==> src/rtl/uart_tx.sv <==
// 8-N-1 UART transmitter: a small byte FIFO with a valid/ready write port
// feeds a start/data/stop serialiser with a programmable bit period.
module uart_tx #(
  parameter int DIVISOR = 286,
  parameter int DEPTH   = 4
) (
  input  logic       clk,
  input  logic       rst_n,
  input  logic [7:0] data,
  input  logic       data_valid,
  output logic       ready,
  output logic       tx,
  output logic       busy
);

  localparam int PW   = $clog2(DEPTH);
  localparam int CNTW = PW + 1;
  localparam int CW   = $clog2(DIVISOR);

  localparam logic [CNTW-1:0] FULL     = CNTW'(DEPTH);
  localparam logic [CNTW-1:0] EMPTY    = CNTW'(0);
  localparam logic [CW-1:0]   DIV_LAST = CW'(DIVISOR - 1);

  localparam logic [1:0] S_IDLE  = 2'd0;
  localparam logic [1:0] S_START = 2'd1;
  localparam logic [1:0] S_DATA  = 2'd2;
  localparam logic [1:0] S_STOP  = 2'd3;

  logic [7:0]      mem [DEPTH];
  logic [PW-1:0]   wr_ptr;
  logic [PW-1:0]   rd_ptr;
  logic [CNTW-1:0] count;
  logic [1:0]      state;
  logic [CW-1:0]   div_cnt;
  logic [2:0]      bit_idx;
  logic [7:0]      shift;
  logic            push;
  logic            pop;
  logic            bit_end;
  logic            fifo_nonempty;

  assign ready = (count != FULL);
  assign busy  = (state != S_IDLE) || fifo_nonempty;

  // Handshake, bit-boundary and pop decode; pops only happen from IDLE or at the end of STOP.
  always_comb begin
    fifo_nonempty = (count != EMPTY);
    bit_end       = (div_cnt == DIV_LAST);
    push          = data_valid && ready;
    pop           = 1'b0;
    case (state)
      S_IDLE:  pop = fifo_nonempty;
      S_STOP:  pop = bit_end && fifo_nonempty;
      default: pop = 1'b0;
    endcase
  end

  // FIFO storage; no reset needed since entries are only read after being written.
  always_ff @(posedge clk) begin
    if (push) begin
      mem[wr_ptr] <= data;
    end
  end

  // FIFO pointers and occupancy; a write while full is dropped because ready gates push.
  always_ff @(posedge clk or negedge rst_n) begin
    if (!rst_n) begin
      wr_ptr <= PW'(0);
      rd_ptr <= PW'(0);
      count  <= EMPTY;
    end else begin
      if (push) begin
        wr_ptr <= wr_ptr + PW'(1);
      end
      if (pop) begin
        rd_ptr <= rd_ptr + PW'(1);
      end
      case ({push, pop})
        2'b10:   count <= count + CNTW'(1);
        2'b01:   count <= count - CNTW'(1);
        default: count <= count;
      endcase
    end
  end

  // Serialiser FSM; tx is registered and changes on the edge that starts each bit.
  always_ff @(posedge clk or negedge rst_n) begin
    if (!rst_n) begin
      state   <= S_IDLE;
      div_cnt <= CW'(0);
      bit_idx <= 3'd0;
      shift   <= 8'd0;
      tx      <= 1'b1;
    end else begin
      case (state)
        S_IDLE: begin
          tx <= 1'b1;
          if (pop) begin
            shift   <= mem[rd_ptr];
            div_cnt <= CW'(0);
            tx      <= 1'b0;
            state   <= S_START;
          end
        end
        S_START: begin
          if (bit_end) begin
            div_cnt <= CW'(0);
            bit_idx <= 3'd0;
            tx      <= shift[0];
            state   <= S_DATA;
          end else begin
            div_cnt <= div_cnt + CW'(1);
          end
        end
        S_DATA: begin
          if (bit_end) begin
            div_cnt <= CW'(0);
            shift   <= shift >> 1;
            bit_idx <= bit_idx + 3'd1;
            if (bit_idx == 3'd7) begin
              tx    <= 1'b1;
              state <= S_STOP;
            end else begin
              tx <= shift[1];
            end
          end else begin
            div_cnt <= div_cnt + CW'(1);
          end
        end
        S_STOP: begin
          if (bit_end) begin
            div_cnt <= CW'(0);
            if (pop) begin
              // Chain straight into the next start bit with no idle cycle.
              shift <= mem[rd_ptr];
              tx    <= 1'b0;
              state <= S_START;
            end else begin
              tx    <= 1'b1;
              state <= S_IDLE;
            end
          end else begin
            div_cnt <= div_cnt + CW'(1);
          end
        end
        default: begin
          state   <= S_IDLE;
          div_cnt <= CW'(0);
          tx      <= 1'b1;
        end
      endcase
    end
  end

endmodule

==> config.mk <==
export PLATFORM = sky130hd
export DESIGN_NAME = uart_tx
export DESIGN_NICKNAME = d
export VERILOG_FILES = /design/src/rtl/uart_tx.sv
export SDC_FILE = /design/constraint.sdc
export NUM_CORES = 1
export LEC_CHECK = 0
export CORE_MARGIN = 2
export CORE_UTILIZATION = 35
export CTS_CLUSTER_SIZE = 30
export DETAILED_ROUTE_END_ITERATION = 12
export GPL_ROUTABILITY_DRIVEN = 1
export SKIP_CTS_REPAIR_TIMING = 1
export SLEW_MARGIN = 10
export SYNTH_ARGS = -nofsm -noshare
export SYNTH_HDL_FRONTEND = slang
export SYNTH_SLANG_ARGS = --single-unit
==> constraint.sdc <==
create_clock -name clk -period 2.35 [get_ports clk]
set_input_delay 0.235 -clock clk [delete_from_list [all_inputs] [get_ports clk]]
set_output_delay 0.235 -clock clk [all_outputs]
set_load 0.005 [all_outputs]
# Yosys cells after proc, flatten, opt, wreduce, memory -nomap -nowiden
# Memory sizes are Yosys's and may differ from the RTL's.
# Index checks and enable logic that the tools add are counted.
word_totals:
  output_inout_bits: 3
  inputBits: 11
  ff_bits: 30
  n_memories: 1
  ramBits: 32
memory_table:
  columns: ["name", "words", "word_bits", "read_ports", "rd_ports_with_merged_regs", "write_ports", "line_no", "text"]
  rows:
  - ["mem", 4, 8, 1, 0, 1, "29", "logic [7:0] mem [DEPTH];"]
op_classes:
  n_eq_ne: 13
  reduce_logical: 14
  muxes: 27
  n_addsub: 6
ops:
  columns: ["operator", "n"]
  rows:
  - ["$mux 8", 3]
  - ["$pmux 8 s3", 1]
  - ["$mux 9", 2]
  - ["$pmux 9 s2", 1]
  - ["$pmux 3 s2", 2]
  - ["$mux 2", 5]
  - ["$ne 2x2->1 const B", 5]
  - ["$add 9x1->9 const B", 1]
  - ["$eq 9x9->1 const B", 1]
  - ["$reduce_and 3->1", 3]
  - ["$mux 1", 8]
  - ["$pmux 2 s4", 1]
  - ["$add 3x1->3 const B", 2]
  - ["$eq 2x2->1 const B", 3]
  - ["$mux 3", 2]
  - ["$reduce_bool 2->1", 3]
  - ["$reduce_bool 3->1", 2]
  - ["$reduce_and 5->1", 1]
  - ["$add 2x1->2 const B", 2]
  - ["$eq 2x1->1 const B", 2]
  - ["$pmux 1 s4", 1]
  - ["$eq 3x3->1 const B", 1]
  - ["$ne 3x3->1 const B", 1]
  - ["$reduce_or 3->1", 1]
  - ["other kinds (5)", 6]

# Longest topological paths before layout
depth:
  ltp_word: 6
  depth_mapped: 12
  ltp_nobuf: 12

# Worst setup path before layout
# OpenSTA, ideal clock, no wires.
synth_timing:
  path_kind: "reg-to-reg"
  from: "register state[0]"
  to: "register count[2]"
  slack_ns: -0.213
  stages_incl_launch_ff: 12
  t_arrival_ns: 2.484
  required_time_ns: 2.271
  cell_sequence: "dfrtp_1 inv_1 ha_1 nor3b_1 a21oi_4 inv_2 ha_1 inv_1 fa_1 xor2_1 nor2_1 xor2_1"
synth_between:
  elab_chain_len: 4
synth_lines:
  columns: ["item", "line_no", "text"]
  rows:
  - ["from (decl)", "33", "logic [1:0] state;"]
  - ["from (signal assigned)", "89", "state <= S_IDLE;"]
  - ["from (signal assigned)", "102", "state <= S_START;"]
  - ["from (signal assigned)", "110", "state <= S_DATA;"]
  - ["$eq 2x2->1 or $logic_not 2->1 (tied branches)", "51", "case (state)"]
  - ["$pmux 1 s2 (*)", "51", null]
  - ["named net pop", "38", "logic pop;"]
  - ["$eq 2x1->1 or $eq 2x2->1 (tied branches)", "78", "case ({push, pop})"]
  - ["$pmux 3 s2 or $reduce_bool 2->1 (tied branches)", null, null]
  - ["to (signal assigned)", "79", "2'b10: count <= count + CNTW'(1);"]
  - ["to (signal assigned)", "80", "2'b01: count <= count - CNTW'(1);"]
  - ["to (signal assigned)", "81", "default: count <= count;"]
  - ["to (decl)", "32", "logic [CNTW-1:0] count;"]
# Mark *: on every way through the listed nets, which the timed path passes. The rest lies on a longest branch.
# A chain may end at the register's enable or synchronous reset.

# Worst setup path after layout
layout_timing:
  from: "register div_cnt[1]"
  to: "register count[2]"
layout_between:
  elab_chain_len: 5
layout_lines:
  columns: ["item", "line_no", "text"]
  rows:
  - ["from (decl)", "34", "logic [CW-1:0] div_cnt;"]
  - ["from (signal assigned)", "112", "div_cnt <= div_cnt + CW'(1);"]
  - ["from (signal assigned)", "127", "div_cnt <= div_cnt + CW'(1);"]
  - ["from (signal assigned)", "143", "div_cnt <= div_cnt + CW'(1);"]
  - ["$eq 9x9->1 (*)", "48", "bit_end = (div_cnt == DIV_LAST);"]
  - ["$logic_and 1x1->1 (*)", "53", "S_STOP: pop = bit_end && fifo_nonempty;"]
  - ["$pmux 1 s2 (*)", "51", null]
  - ["named net pop", "38", null]
  - ["$eq 2x1->1 or $eq 2x2->1 (tied branches)", "78", null]
  - ["$pmux 3 s2 or $reduce_bool 2->1 (tied branches)", null, null]
# Marks and branches as above.

==> flow_summary.yaml <==
timing:
  finClkSkew_ps: 8.98
  max_freq_ghz: 0.455
  setup-tns-final_ps: 0
  hold_viol_final: 0
  slew_violations: 0
  timing.hold.ws_ps: 287
  max_slew_margin_pct: 62.5
  final-setup-viol-count: 0
  worst_pin_slew_ps: 563
  period_minus_slack_ps: 2200
  period_share_pct: 93.5
yosys:
  synth_top_area_share_pct: 32.1
  synthAdderAreaFrac_pct: 6.94
  syn_area_um2: 2990
  ys_warn_count: 0
  synth-simple-area-share_pct: 10.9
  synth_top_family_by_area: "simple AND/OR/NAND/NOR gates"
  syn_area_per_cell_um2: 13.1
  synth_ff_type: "edfxtp_1"
  synth_mux_area_share_pct: 8.73
  synth_edf_count: 32
  yosysSeqAreaShare_pct: 57.2
  ys_seq_elements: 62
  yosys.cell_types.count: 48
  yosys.area.top_type: "edfxtp_1"
  synthXorXnorAreaFrac_pct: 2.05
  synth_compound_area_share_pct: 10.6
  ys_async_sr_fraction_pct: 48.4
  synth_cells: 228
  syn_nets: 255
  synth_area_leaders: "edfxtp_1 32%, dfrtp_1 24%, ha_1 6.3%, mux4_2 6.0%, nand3_1 2.7%"
layout:
  drive_gt1_share_pct: 22.5
  syn_to_final_growth_pct: 19.8
  layout_common_cells: "32 x edfxtp_1, 29 x dfrtp_1, 19 x buf_4"
  final_core_util_pct: 43.5
  final_common_cell: "edfxtp_1"
  antenna_cells: 0
  nets: 293
critical_path:
  worst-path-max-fanout: 3
  endpoint_kind: "register"
  startpoint_type: "register"
  worstSetupPathType: "reg2reg"
  cp.required_ps: 2620
  cp_data_arrival_time_ps: 2460
power:
  p_per_area_nw_per_um2: 1270
  switchingPower_uw: 1700
  p_total_uw: 4540
  sequentialPowerShare_pct: 37.5
  clock_power_share_pct: 18.9
  p_sw_share_pct: 37.5
  combPwrFrac_pct: 43.5
  p_int_uw: 2840
  power_leakage_uw: 0.00140
  peakVddDrop_mv: 0.584
clocking:
  cts_max_path_buffers: 2
  cts_max_level: 3
  root_buffer: "clkbuf_8"
  clk_pin_slew_ps: 80
  clkSinkCount: 62
  clock_latency_ps: 340
  cts_tree: "done"
  cts_buffers: 9
route:
  via_per_inst: 4.91
  drt_first_pass_iters: 4
  wl_um: 5410
  ant_nets: 0
  num_vias: 1846
  drtIter0Drc: 64
  drc_errors: 0
  wl_per_cell_um: 14.4
run:
  cap_viol_max_count: 0
run_status:
  status: "finished clean"
placed_design:
  hpwl_um: 3720
  portBuffers: 13
  finalWeightedCongestion: 0.801
floorplan:
  die_area_um2: 9310
  die_y_um: 96.5
  rows: 33
  start_util_pct: 36.3
  coreArea_um2: 8260
  die_w_um: 96.5
  ios: 14
hold_path:
  hold_class: "in2async"
grt:
  grt_max_degree: 31
  antenna_found_initial: 0
  grt_pass1_wl_um: 9070
  grt_pass1_vias: 1855
  grt.total_usage_pct: 13.0
  grt_overflow: 0
[layout make-up]
class / instances / area, µm²
tap: 105 / 131
clock inverter: 7 / 56.3
timing repair buffer: 32 / 273
fill: 774 / 4670
multi-input combinational: 142 / 1220
inverter: 19 / 71.3
sequential: 62 / 1710
clock buffer: 9 / 124
[final timing paths]
kind	startpoint	to	slack [ps]	depth (start not counted)
min in group clk	div_cnt[8]$_DFFE_PN0P_	div_cnt[8]$_DFFE_PN0P_	500	1
worst min-delay path	rst_n	div_cnt[2]$_DFFE_PN0P_	290	2
worst max register to register	div_cnt[1]$_DFFE_PN0P_	count[2]$_DFFE_PN0P_	150	12
worst min register to register	div_cnt[8]$_DFFE_PN0P_	div_cnt[8]$_DFFE_PN0P_	500	1
max in group asynchronous	rst_n	tx$_DFFE_PN1P_	1730	2
worst max-delay path	div_cnt[1]$_DFFE_PN0P_	count[2]$_DFFE_PN0P_	150	12
[synth_stat cells (2+ instances only)]
cell,count
xor2_1,2
o21ai_0,11
nand3_1,16
o2bb2ai_1,4
and2_1,7
nand4_1,2
nor2_1,9
o31ai_1,4
mux4_2,8
a21oi_4,2
nand2_1,12
edfxtp_1,32
ha_1,15
and3_1,4
inv_1,18
xnor2_1,5
a22oi_1,3
a31oi_1,2
mux2i_1,7
o211ai_1,5
clkbuf_1,2
o41ai_1,2
buf_6,2
nor2b_1,2
dfrtp_1,29
[registers in the layout, summed over array words and instances, names as in the netlist]
register,count
bit_idx,3
shift,8
count,3
state,2
div_cnt,9
wr_ptr,2
tx,1
rd_ptr,2
mem,32
[power by group through the flow]
stage	logic, µW	clock network (µW)	registers, µW
2_1_floorplan	1500	0	1620
3_3_place_gp	1900	0	1730
3_5_place_dp	1920	0	1730
4_1_cts	1930	885	1710
5_1_grt	2220	940	1750
6_report	1980	861	1710
[kinds of logic after synthesis]
group / Yosys count
flops: 62
buf+inv: 24
xor+xnor: 7
mux: 16
fa+ha+maj: 16
compound gates: 42
simple gates: 61
[through the flow]
step	cell area (µm²)	std cells	setup WS [ps]
after floorplan	3030	228	39.3
after global placement	3350	353	146
after detailed placement	3350	353	58.0
after CTS	3530	369	41.0
after global routing	3590	376	-26.4
final	3590	376	152
[worst max-delay path: stages (launching register included)]
cell and delay [ps]:
dfrtp_1 400, inv_1 80, ha_1 140, nand4b_1 180, nor2_4 190, a21oi_4 70
inv_2 60, ha_2 180, inv_1 50, fa_2 330, xor2_1 170, nor2_1 130
xor2_1 150
[layer usage]
| layer | up-vias | track usage [%] | routed length (µm) |
|---|---|---|---|
| met4 | 0 | 5.99 | 83 |
| met2 | 27 | 19.2 | 2470 |
| met3 | 7 | 3.72 | 159 |
| met1 | 888 | 17.8 | 2690 |
| met5 | - | 0 | 0 |
| li1 | 924 | - | - |
No activity file was read; power rests on OpenSTA's default activity.
